[config.mk]
export PLATFORM = sky130hd
export DESIGN_NAME = payload_engine_ctrl
export DESIGN_NICKNAME = d
export VERILOG_FILES = /design/src/rtl/payload_engine_pkg.sv /design/src/rtl/pe_sat_counter.sv /design/src/rtl/payload_engine_ctrl.sv
export SDC_FILE = /design/constraint.sdc
export NUM_CORES = 1
export LEC_CHECK = 0
export ABC_AREA = 1
export BUFFER_PORTS_ARGS = -buffer_cell sky130_fd_sc_hd__buf_4
export CORE_MARGIN = 2
export CORE_UTILIZATION = 45
export DETAILED_ROUTE_END_ITERATION = 8
export PLACE_DENSITY = 0.87
export SYNTH_ARGS = -nofsm -noshare
export SYNTH_HDL_FRONTEND = slang
export SYNTH_HIERARCHICAL = 1
export SYNTH_SLANG_ARGS = --single-unit
[constraint.sdc]
create_clock -name clk -period 1.9 [get_ports clk]
set_clock_uncertainty 0.2 [all_clocks]
set_input_delay 0.285 -clock clk [delete_from_list [all_inputs] [get_ports clk]]
set_output_delay 0.285 -clock clk [all_outputs]
set_load 0.02 [all_outputs]
[src/rtl/payload_engine_pkg.sv]
// Shared types and helpers for the payload_engine sequencer.
// Holds the controller state encoding and width helpers.
package payload_engine_pkg;

    typedef enum logic [2:0] {
        IDLE,
        CLEAR,
        SCAN,
        DRAIN,
        SAMPLE,
        REPORT
    } pe_state_t;

    localparam logic [7:0] PAD_CHAR_DEFAULT = 8'h00;

    function automatic int len_width(input int max_len);
        return (max_len < 1) ? 1 : $clog2(max_len + 1);
    endfunction

endpackage

[src/rtl/pe_sat_counter.sv]
// 32-bit saturating event counter with synchronous active-low clear.
// Holds at all-ones once reached.
module pe_sat_counter (
    input  logic        clk,
    input  logic        resetn,
    input  logic        inc,
    output logic [31:0] count
);

    always_ff @(posedge clk) begin
        if (!resetn) begin
            count <= '0;
        end else if (inc && (count != '1)) begin
            count <= count + 32'd1;
        end
    end

endmodule

[src/rtl/payload_engine_ctrl.sv]
// Byte-stream sequencer for the payload_engine regex array.
// Optional statistics counters are enabled with PE_CTRL_STATS_EN.
module payload_engine_ctrl
    import payload_engine_pkg::*;
#(
    parameter int         NUM_ENGINES  = 32,
    parameter int         MAX_LEN      = 1518,
    parameter int         DRAIN_CYCLES = 2,
    parameter logic [7:0] PAD_CHAR     = PAD_CHAR_DEFAULT,
    localparam int        LW           = len_width(MAX_LEN)
) (
    input  logic                   clk,
    input  logic                   resetn,
    input  logic [7:0]             in_data,
    input  logic                   in_valid,
    input  logic                   in_sop,
    input  logic                   in_eop,
    output logic                   in_ready,
    output logic [7:0]             eng_char,
    output logic                   eng_en,
    output logic                   eng_sod,
    input  logic [NUM_ENGINES-1:0] eng_match,
    output logic                   res_valid,
    input  logic                   res_ready,
    output logic [NUM_ENGINES-1:0] res_match,
    output logic [LW-1:0]          res_len,
    output logic                   res_trunc,
    output logic                   busy,
    output logic [31:0]            stat_pkts,
    output logic [31:0]            stat_alerts,
    output logic [31:0]            stat_trunc
);

    localparam int            DW       = len_width(DRAIN_CYCLES);
    localparam logic [LW-1:0] LAST     = LW'(MAX_LEN - 1);
    localparam logic [DW-1:0] DCNT_END = DW'(DRAIN_CYCLES);

    pe_state_t     state;
    pe_state_t     state_nxt;
    logic [LW-1:0] count;
    logic          trunc;
    logic [DW-1:0] drain_cnt;
    logic [7:0]    char_nxt;
    logic          en_nxt;
    logic          sod_nxt;
    logic          accept;
    logic          early_sop;
    logic          at_last;

    assign accept    = in_valid & in_ready;
    assign early_sop = in_valid & in_sop & (count != '0);
    assign at_last   = (count == LAST);

    always_ff @(posedge clk) begin
        if (!resetn) begin
            state <= IDLE;
        end else begin
            state <= state_nxt;
        end
    end

    always_comb begin
        state_nxt = state;
        unique case (state)
            IDLE: begin
                if (in_valid && in_sop) begin
                    state_nxt = CLEAR;
                end
            end
            CLEAR: begin
                state_nxt = SCAN;
            end
            SCAN: begin
                if (early_sop || (accept && (in_eop || at_last))) begin
                    state_nxt = DRAIN;
                end
            end
            DRAIN: begin
                if (drain_cnt == DCNT_END) begin
                    state_nxt = SAMPLE;
                end
            end
            SAMPLE: begin
                state_nxt = REPORT;
            end
            REPORT: begin
                if (res_ready) begin
                    state_nxt = IDLE;
                end
            end
            default: begin
                state_nxt = IDLE;
            end
        endcase
    end

    // DRAIN holds one extra cycle so the final pad is registered
    // into the engines before SAMPLE looks at their outputs.
    always_comb begin
        in_ready  = 1'b0;
        en_nxt    = 1'b0;
        char_nxt  = eng_char;
        sod_nxt   = 1'b0;
        res_valid = (state == REPORT);
        busy      = (state != IDLE);
        if (resetn) begin
            if (state == IDLE) begin
                in_ready = !in_sop;
            end else if (state == SCAN) begin
                in_ready = !(in_sop && (count != '0));
            end
        end
        unique case (state)
            CLEAR: begin
                sod_nxt = 1'b1;
            end
            SCAN: begin
                if (in_valid && in_ready) begin
                    en_nxt   = 1'b1;
                    char_nxt = in_data;
                end
            end
            DRAIN: begin
                if (drain_cnt != DCNT_END) begin
                    en_nxt   = 1'b1;
                    char_nxt = PAD_CHAR;
                end
            end
            default: begin
            end
        endcase
    end

    always_ff @(posedge clk) begin
        if (!resetn) begin
            eng_char  <= '0;
            eng_en    <= 1'b0;
            eng_sod   <= 1'b1;
            count     <= '0;
            trunc     <= 1'b0;
            drain_cnt <= '0;
            res_match <= '0;
            res_len   <= '0;
            res_trunc <= 1'b0;
        end else begin
            eng_char <= char_nxt;
            eng_en   <= en_nxt;
            eng_sod  <= sod_nxt;
            unique case (state)
                CLEAR: begin
                    count <= '0;
                    trunc <= 1'b0;
                end
                SCAN: begin
                    drain_cnt <= '0;
                    if (accept) begin
                        count <= count + 1'b1;
                    end
                    if (early_sop || (accept && !in_eop && at_last)) begin
                        trunc <= 1'b1;
                    end
                end
                DRAIN: begin
                    drain_cnt <= drain_cnt + 1'b1;
                end
                SAMPLE: begin
                    res_match <= eng_match;
                    res_len   <= count;
                    res_trunc <= trunc;
                end
                default: begin
                end
            endcase
        end
    end

`ifdef PE_CTRL_STATS_EN
    logic hs;

    assign hs = res_valid & res_ready;

    pe_sat_counter u_pkts (
        .clk    (clk),
        .resetn (resetn),
        .inc    (hs),
        .count  (stat_pkts)
    );

    pe_sat_counter u_alerts (
        .clk    (clk),
        .resetn (resetn),
        .inc    (hs & (|res_match)),
        .count  (stat_alerts)
    );

    pe_sat_counter u_trunc (
        .clk    (clk),
        .resetn (resetn),
        .inc    (hs & res_trunc),
        .count  (stat_trunc)
    );
`else
    assign stat_pkts   = '0;
    assign stat_alerts = '0;
    assign stat_trunc  = '0;
`endif

endmodule
==> results_dict.tcl, run 1 <==
set metrics [dict create \
    syn_area_sq_um 3700 \
    p_leak_nw 2.30 \
    ys_ff_latch 71 \
    multi_input_area_sq_um 1850 \
    rows 33 \
    r2r-end "count[0]" \
    setup_viol 9 \
    r2r_setup_slack_ns -0.04 \
    gp_congestion 0.898 \
    startpoint_type "flop" \
    ys_warn_count 6 \
    layout-drive-gt1-share_pct 31.3 \
    top_layer "met4" \
    cts_root_buffer "clkbuf_8" \
    numCtsBuffers 9 \
    violations "negative setup slack" \
    critPathMaxFanout 2 \
    seq_area_sq_um 1440 \
    grtUsageTotal_pct 19.5 \
    fin_ws_ns -0.0560 \
    placed_cells 699 \
    r2r_cells 12 \
    critPathSlowestCell "dfxtp_2" \
    status "finished with violations" \
    start_util_pct 45.7 \
    dr_wl_met3_microns 631 \
    detail-route-antenna-nets 0 \
    die_h_microns 94.7 \
    ir_drop_v 0.000584 \
    grt_max_degree 52 \
    drt_wl_total_mm 9.20 \
    ys_types 28 \
    ys_seq_area_share_pct 38.4 \
    power_density_nw_per_um2 1250 \
    cts_tree "done" \
    finalHoldViolCount 0 \
    overflow 0 \
    total_power_mw 6.18 \
    core-area_sq_um 8090 \
    fin_setup_tns_ns -0.184 \
    fmax_mhz 511 \
    area_growth_pct 33.8 \
    drc 0 \
    portBuffers 102 \
    end_kind "output port" \
    antenna_found_initial 0 \
    timing.rr.start "count[0]" \
    layout_min_cycle_time_ns 1.96 \
    rsz0062_at_grt "true" \
    vias 3400 \
    mostFrequentLayoutCells "buf_4, conb_1, nor2_1" \
    worst-setup-path-type "reg2out" \
    crit_chain "inv_2, ha_4, nand2_4, nor2_4, nand3_2, a21oi_2, buf_4" \
    n_antenna_cell 0 \
    min_to "res_match[14]" \
    syn_inst 496 \
    wl_per_cell_microns 12.2 \
    clock_sinks 71 \
    layoutNonFillerInstCount 754 \
    cts.clk_slew.worst_paths_ns 0.07 \
    slowest_delay_ns 0.33 \
    drtPass1Iterations 4 \
    die_x_microns 94.7 \
    fin_nets 695 \
    slew_violations 0 \
    wl_met1_mm 3.70 \
    cts_max_level 3 \
    fin_area_sq_um 4950 \
    worstHoldStart "eng_match[14]" \
    required_ns 1.41 \
    clk_latency_ns 0.34 \
    via_per_inst 4.51 \
    fillers 696 \
    critical_path_arrival_ns 1.47 \
    ios 199 \
    grt_pass1_wl_mm 13.8 \
    drt-initial-drc-count 137 \
    clockBufferDepth 2 \
    fin_crit_sh_pct 103 \
    grt_pass1_vias 3060 \
    min_path_cells 3 \
    hp-class "in2reg" \
    avgSynthCellArea_sq_um 7.46 \
    dieArea_sq_um 8970 \
    wl_met2_mm 4.68 \
    dp_hpwl_mm 6.02 \
    layout_commonest_cell "buf_4" \
    placedInstanceArea_sq_um 4260 \
    maxCapViolations 0 \
]
[worst max-delay path: cells and delay by family (launching register included)]
family          cells  cell delay (ns)
fa+ha+maj           1             0.14
buf+inv             2             0.23
compound gates      1             0.16
simple gates        3             0.27
flops               1             0.33
[what timing repair did]
item                                   4_1_cts  5_1_grt
gates resized for setup                     14       39
setup endpoints to repair                    2       25
gates cloned                                 1        0
pin swaps                                    6       19
hold buffers                                28        1
endpoints found under the hold margin       28        1
setup buffers                               10        2
[worst max-delay path by stage]
stage	slack (ns)	start	endpoint
4_1_cts	-0.09	count[1]	in_ready
3_5_place_dp	0.01	count[0]	count[0]
5_1_grt	-0.13	count[0]	in_ready
6_report	-0.06	count[0]	in_ready
2_1_floorplan	0.15	count[0]	count[3]
3_3_place_gp	0.11	count[0]	count[0]
[sequential cells by signal, summed over array words and instances (netlist names)]
name       flops
drain_cnt      2
trunc          1
eng_en         1
res_len       11
eng_char       8
eng_sod        1
res_trunc      1
state          3
count         11
res_match     32
[cells by family after synthesis]
kind of cell / synth area share [%]
AND/OR/NAND/NOR: 21.2
buffers and inverters: 25.1
AO/OA/AOI/OAI: 12.6
flip-flops: 38.4
XOR/XNOR: 1.18
adder cells (fa/ha/maj): 1.35
other: 0.101
[power by group]
group	switching (mW)	internal [mW]	total, mW
sequential	0.211	1.83	2.04
combinational	1.91	1.20	3.11
clock	0.561	0.469	1.03
total	2.68	3.50	6.18
[through the flow]
step / utilization (%) / setup slack (ns) / hold slack, ns
final: 61.2 / -0.0560 / 0.0121
after global routing: 61.2 / -0.130 / 0.0124
after CTS: 59.7 / -0.0931 / 0.000249
after detailed placement: 52.6 / 0.0143 / 0.249
after global placement: 52.6 / 0.107 / 0.243
after floorplan: - / 0.150 / 0.175
[synth_stat cells, drive strengths merged]
cell type | count | area (sq um)
a21oi | 35 | 205
a2bb2oi | 1 | 8.76
buf | 102 | 772
clkbuf | 10 | 37.5
clkinv | 1 | 3.75
conb | 1 | 3.75
dfxtp | 71 | 1420
ha | 4 | 50.1
inv | 31 | 116
nand2 | 59 | 249
nand3 | 13 | 65.1
nand4 | 2 | 27.5
nor2 | 104 | 403
nor3 | 7 | 40.0
o21ai | 50 | 254
xor2 | 5 | 43.8
[area by class of cell]
cell class	instances	share of cell area, %
sequential	71	29.0
clock inverter	5	0.707
tap	105	2.65
timing repair buffer	154	25.2
inverter	32	2.58
multi-input combinational	377	37.3
clock buffer	10	2.58
[per-layer routing]
metal  global-route usage, %  up-vias
met5                       0        -
met4                    7.73        0
met3                    4.07       18
met2                    34.3      158
met1                    22.9     1553
li1                        -     1671
(Power assumes the default switching activity.)
==> inputs of run 2 (changes only) <==
PLACE_DENSITY = 0.78   (was 0.87)
RECOVER_POWER = 25   (was unset)
==> run 2 against run 1 <==
Effect of this change: the run still ends with negative setup slack left; first-iteration DRC count down 5.8%; sequential power about the same; flip-flop and latch count unchanged; design area down 1.0%; setup slack worse by 0.0056 ns; critical path depth down 1; die area unchanged; non-clock buffer count up 4; largest cell class unchanged; highest routed layer unchanged.
==> results_dict.tcl, run 2 (synthesis results as in run 1) <==
set metrics [dict create \
    area_growth_pct 32.5 \
    p_int_mw 3.69 \
    hp-class "in2reg" \
    clk_latency_ns 0.35 \
    grt_max_degree 54 \
    portBuffers 102 \
    crit_buf_inv 1 \
    fin_nets 699 \
    critPathSlowestCell "dfxtp_2" \
    mostFrequentLayoutCells "nor2_1, conb_1, buf_4" \
    power.share.clock_pct 22.0 \
    slowest_delay_ns 0.35 \
    setup_viol 7 \
    required_ns 1.41 \
    clockBufferDepth 2 \
    slew_violations 0 \
    critPathMaxFanout 3 \
    cts_max_level 3 \
    layout_commonest_cell "nor2_1" \
    cts_tree "done" \
    p_leak_nw 2.21 \
    drtPass1Iterations 4 \
    grtUsageTotal_pct 19.1 \
    largest_reg_flops 32 \
    worst-setup-path-type "reg2out" \
    crit_family "simple AND/OR/NAND/NOR gates" \
    die_x_microns 94.7 \
    layout-drive-gt1-share_pct 25.1 \
    cpMostUsedCell "nor2_2" \
    cp-startpoint "count[7]" \
    place_ws_ns 0.0709 \
    timing.rr.start "count[7]" \
    comb_power_share_pct 45.6 \
    rsz0062_at_grt "true" \
    wl_per_cell_microns 12.1 \
    start_util_pct 45.7 \
    top_regs "res_match (32), count (11), res_len (11)" \
    fin_area_sq_um 4900 \
    switching_power_mw 2.61 \
    finalHoldViolCount 0 \
    numCtsBuffers 9 \
    dp_hpwl_mm 5.98 \
    end_kind "output port" \
    rows 33 \
    antenna_found_initial 0 \
    cts_root_buffer "clkbuf_8" \
    die_h_microns 94.7 \
    drt_wl_total_mm 9.15 \
    worstHoldStart "eng_match[30]" \
    fin_crit_sh_pct 103 \
    fillers 741 \
    detail-route-antenna-nets 0 \
    fin_ws_ns -0.0616 \
    total_power_mw 6.30 \
    cts.clk_slew.worst_paths_ns 0.08 \
    power_density_nw_per_um2 1290 \
    ios 199 \
    placedInstanceArea_sq_um 4270 \
    gp_congestion 0.902 \
    power_frac_seq_pct 32.3 \
    n_antenna_cell 0 \
    overflow 0 \
    grt_pass1_vias 2999 \
    fmax_mhz 510 \
    grt_pass1_wl_mm 13.6 \
    vias 3400 \
    critical_path_arrival_ns 1.48 \
    top_register "res_match" \
    p_sw_share_pct 41.4 \
    violations "negative setup slack" \
    dieArea_sq_um 8970 \
    core-area_sq_um 8090 \
    status "finished with violations" \
    layout_min_cycle_time_ns 1.96 \
    drc 0 \
    startpoint_type "flop" \
    drt-initial-drc-count 129 \
    via_per_inst 4.48 \
    clock_sinks 71 \
    ir_drop_v 0.000527 \
    crit_chain "nor2_2, nand2_1, nor2_2, nand3_2, a21oi_2, buf_4" \
    maxCapViolations 0 \
]
-- run 2: timing repair --
item                                    CTS  global route
pin swaps                                 5             7
gates resized for setup                   9            22
cloned                                    0             1
hold endpoints to repair                 34             0
setup buffers                             2             5
hold buffers                             34             0
endpoints found under the setup margin    1            25
-- run 2: power by group through the flow --
stage                     combinational (mW)  clock, mW  sequential (mW)
final                                   2.88       1.39             2.04
after global routing                    3.15       1.47             2.08
after global placement                  2.53          0             2.04
after floorplan                         1.52          0             2.38
after detailed placement                2.58          0             2.06
after CTS                               2.73       1.42             2.04
-- run 2: final timing paths --
| kind | end | slack, ns | cells after the start |
|---|---|---|---|
| worst max-delay path | in_ready | -0.06 | 6 |
| worst min-delay path | res_match[30] | 0.009 | 3 |
| worst min register to register | eng_char[2] | 0.27 | 2 |
| worst max register to register | count[7] | -0.03 | 11 |
-- run 2: metal layers --
metal	vias to the layer above	global-route usage (%)	wire, microns
li1	1676	-	-
met1	1554	23.3	3610
met2	144	32.5	4730
met3	26	2.31	527
met4	0	10.7	278
met5	-	0	0
-- run 2: per-stage QoR --
stage,std cells,TNS [ns],utilization (%),hold WS [ns]
finish,759,-0.174,60.6,0.00901
global placement,701,0,52.8,0.254
detailed placement,701,0,52.8,0.258
CTS,753,-0.0653,60.4,0.00240
global route,759,-2.57,60.6,0.0182
floorplan,591,0,-,0.175
-- run 2: worst register-to-register path, cell delays in order (launching register included) --
cell and delay (ns):
dfxtp_2 0.35, nor2_2 0.13, nand2_1 0.07, nor2_2 0.16, nand3_2 0.11, buf_4 0.15
nand2_4 0.06, nand4_4 0.19, nand2_8 0.17, buf_12 0.12, nand2_2 0.05, a21oi_2 0.11
-- run 2: final cells by class --
class	count	area (sq um)	area share, %
Clock inverter	4	76.3	1.56
Inverter	32	128	2.60
Timing Repair Buffer	158	1200	24.5
Sequential cell	71	1430	29.2
Tap cell	105	131	2.68
Multi-Input combinational cell	377	1780	36.3
Clock buffer	12	155	3.16
==> inputs of run 3 (changes only) <==
--- a/config.mk
+++ b/config.mk
@@ -14,5 +14,5 @@
 export RECOVER_POWER = 25
+export SETUP_SLACK_MARGIN = 0.1
 export SYNTH_ARGS = -nofsm -noshare
 export SYNTH_HDL_FRONTEND = slang
-export SYNTH_HIERARCHICAL = 1
 export SYNTH_SLANG_ARGS = --single-unit
==> constraint.sdc (replaced) <==
create_clock -name clk -period 1.9 [get_ports clk]
set_clock_uncertainty 0.2 [all_clocks]
set_input_delay 0.38 -clock clk [delete_from_list [all_inputs] [get_ports clk]]
set_output_delay 0.38 -clock clk [all_outputs]
set_load 0.02 [all_outputs]
==> run 3 against run 2 <==
Effect of this change: the run still ends with negative setup slack left; clock power shrank 6%; register-to-register slack lost 0.05 ns; via count shrank 5.5%; synthesized cell count is the same; design area shrank 4.0%; flip-flop and latch count is the same; utilization shrank 2.4 points; maximum frequency shrank 1.5%; routed wire length shrank 7.3%; die area is the same; synthesized area is the same; combinational power grew 2%; critical endpoint unchanged.
==> results_dict.tcl, run 3 <==
set metrics [dict create \
    yosysMostFrequentCell "nor2_1" \
    place_ws_ns 0.0109 \
    critPathMaxFanout 2 \
    startpoint_type "flop" \
    fin_util_pct 58.1 \
    slowest_delay_ns 0.33 \
    crit_chain "inv_2, ha_4, nand2_4, nor2_4, nand3_4, a21oi_4, buf_6" \
    synth.area.top_cells "dfxtp_1, buf_4, nor2_1" \
    comb_power_share_pct 47.0 \
    start_util_pct 45.7 \
    die_x_microns 94.7 \
    status "finished with violations" \
    largest_reg_flops 32 \
    n_antenna_cell 0 \
    synthArstFlopShare_pct 0 \
    ys_ff_latch 71 \
    p_sw_share_pct 41.7 \
    cts_tree "done" \
    grt_max_degree 51 \
    grt_pass1_vias 2835 \
    drtPass1Iterations 6 \
    power_frac_seq_pct 32.4 \
    fin_crit_sh_pct 105 \
    hold_ws_ns 0.0854 \
    end_kind "output port" \
    overflow 0 \
    maxCapViolations 0 \
    layout-drive-gt1-share_pct 29.7 \
    dieArea_sq_um 8970 \
    fin_ws_ns -0.0918 \
    top_regs "res_match (32), count (11), res_len (11)" \
    clk_latency_ns 0.33 \
    drt_wl_total_mm 8.48 \
    layout_min_cycle_time_ns 1.99 \
    rows 33 \
    drc 0 \
    synth_commonest_cells "nor2_1, buf_4, dfxtp_1" \
    violations "negative setup slack" \
    power_density_nw_per_um2 1330 \
    critical_path_arrival_ns 1.41 \
    hp-class "in2reg" \
    fin_nets 667 \
    portBuffers 102 \
    cts.clk_slew.worst_paths_ns 0.08 \
    syn_inst 496 \
    clock_sinks 71 \
    drt-initial-drc-count 98 \
    synth_top_area_cell "dfxtp_1" \
    setup_viol 19 \
    finalHoldViolCount 0 \
    layoutNonFillerInstCount 727 \
    rsz0062_at_grt "true" \
    ios 199 \
    synth-edff-count 0 \
    critPathSlowestCell "dfxtp_2" \
    clockBufferDepth 2 \
    ys_warn_count 0 \
    avgSynthCellArea_sq_um 7.46 \
    grtUsageTotal_pct 18.0 \
    yosysTopAreaCellShare_pct 38.4 \
    p_int_mw 3.66 \
    ir_drop_v 0.000559 \
    vias 3212 \
    cts_max_level 3 \
    via_per_inst 4.42 \
    yosys_most_used_dff "dfxtp_1" \
    syn_area_sq_um 3700 \
    mostFrequentLayoutCells "nor2_1, buf_4, conb_1" \
    grt_pass1_wl_mm 12.8 \
    core-area_sq_um 8090 \
    dp_hpwl_mm 6.04 \
    worst-setup-path-type "reg2out" \
    slew_violations 0 \
    placed_cells 702 \
    fmax_mhz 502 \
    p_leak_nw 2.11 \
    total_power_mw 6.28 \
    ys_seq_area_share_pct 38.4 \
    ys_types 28 \
    numCtsBuffers 9 \
    switching_power_mw 2.62 \
    wl_per_cell_microns 11.7 \
    required_ns 1.32 \
    cts.hold.buffers_added 0 \
    die_h_microns 94.7 \
    top_register "res_match" \
    area_growth_pct 27.1 \
    detail-route-antenna-nets 0 \
    cts_root_buffer "clkbuf_8" \
    gp_congestion 0.859 \
    antenna_found_initial 0 \
    power.share.clock_pct 20.7 \
]
## run 3: cell count changes in the layout (fill, tap and decap cells not counted), sizes merged
| cell | change |
|---|---|
| clkbuf | -4 |
| clkinv | +2 |
| nand2 | -1 |
| dlygate4sd3 | -34 |
| inv | -1 |
| buf | +6 |
## run 3: worst max-delay path, delay by kind of cell, from the launching register on
kind / cells / cell delay, ns
DFF: 1 / 0.33
and+or+nand+nor: 3 / 0.25
buffers and inverters: 2 / 0.21
AOI/OAI and AO/OA: 1 / 0.15
adders and majority gates: 1 / 0.14
## run 3: final timing paths
check | from | end | slack, ns | depth (start not counted)
worst max-delay path | count[1] | in_ready | -0.09 | 7
worst min-delay path | eng_match[11] | res_match[11] | 0.09 | 3
worst max register to register | count[1] | count[10] | -0.08 | 13
worst min register to register | eng_char[7] | eng_char[7] | 0.26 | 2
## run 3: metrics by stage
stage | instance area (sq um) | setup TNS (ns)
after floorplan | 4060 | 0
after global placement | 4280 | 0
after detailed placement | 4280 | 0
after CTS | 4670 | -0.609
after global routing | 4710 | -3.49
final | 4710 | -1.07
## run 3: timing repair
item | in CTS | in global routing
gates resized for setup | 33 | 34
pin swaps | 10 | 9
buffers inserted | 7 | 2
setup endpoints to repair | 18 | 26
## run 3: cell type report
class / count / area, sq um
fillers: 744 / 3390
repair buffers: 127 / 918
clock inverters: 5 / 81.3
multi-input cells: 376 / 1870
clock buffers: 11 / 131
inverters: 32 / 140
flip-flops and latches: 71 / 1430
well taps: 105 / 131
## run 3: per-layer routing
| layer | wire length (microns) | vias to the layer above | GRT usage [%] | part of all wire (%) |
|---|---|---|---|---|
| met1 | 3630 | 1450 | 22.6 | 43 |
| met3 | 541 | 13 | 3.75 | 6.4 |
| li1 | - | 1617 | - | - |
| met5 | 0 | - | 0 | 0 |
| met2 | 4200 | 132 | 30.2 | 49 |
| met4 | 109 | 0 | 7.25 | 1.3 |
## run 3: cell families after synthesis
family / count (synthesis) / synth area share [%]
AO/OA/AOI/OAI: 86 / 12.6
buffers and inverters: 144 / 25.1
XOR/XNOR: 5 / 1.18
AND/OR/NAND/NOR: 185 / 21.2
adder cells (fa/ha/maj): 4 / 1.35
flip-flops: 71 / 38.4
other: 1 / 0.101
## run 3: power groups by stage
stage               Sequential [mW]  Combinational (mW)  Clock (mW)
floorplan                      2.38                1.53           0
global route                   2.07                3.23        1.40
global placement               2.05                2.54           0
detailed placement             2.06                2.59           0
finish                         2.03                2.95        1.30
CTS                            2.04                2.90        1.33
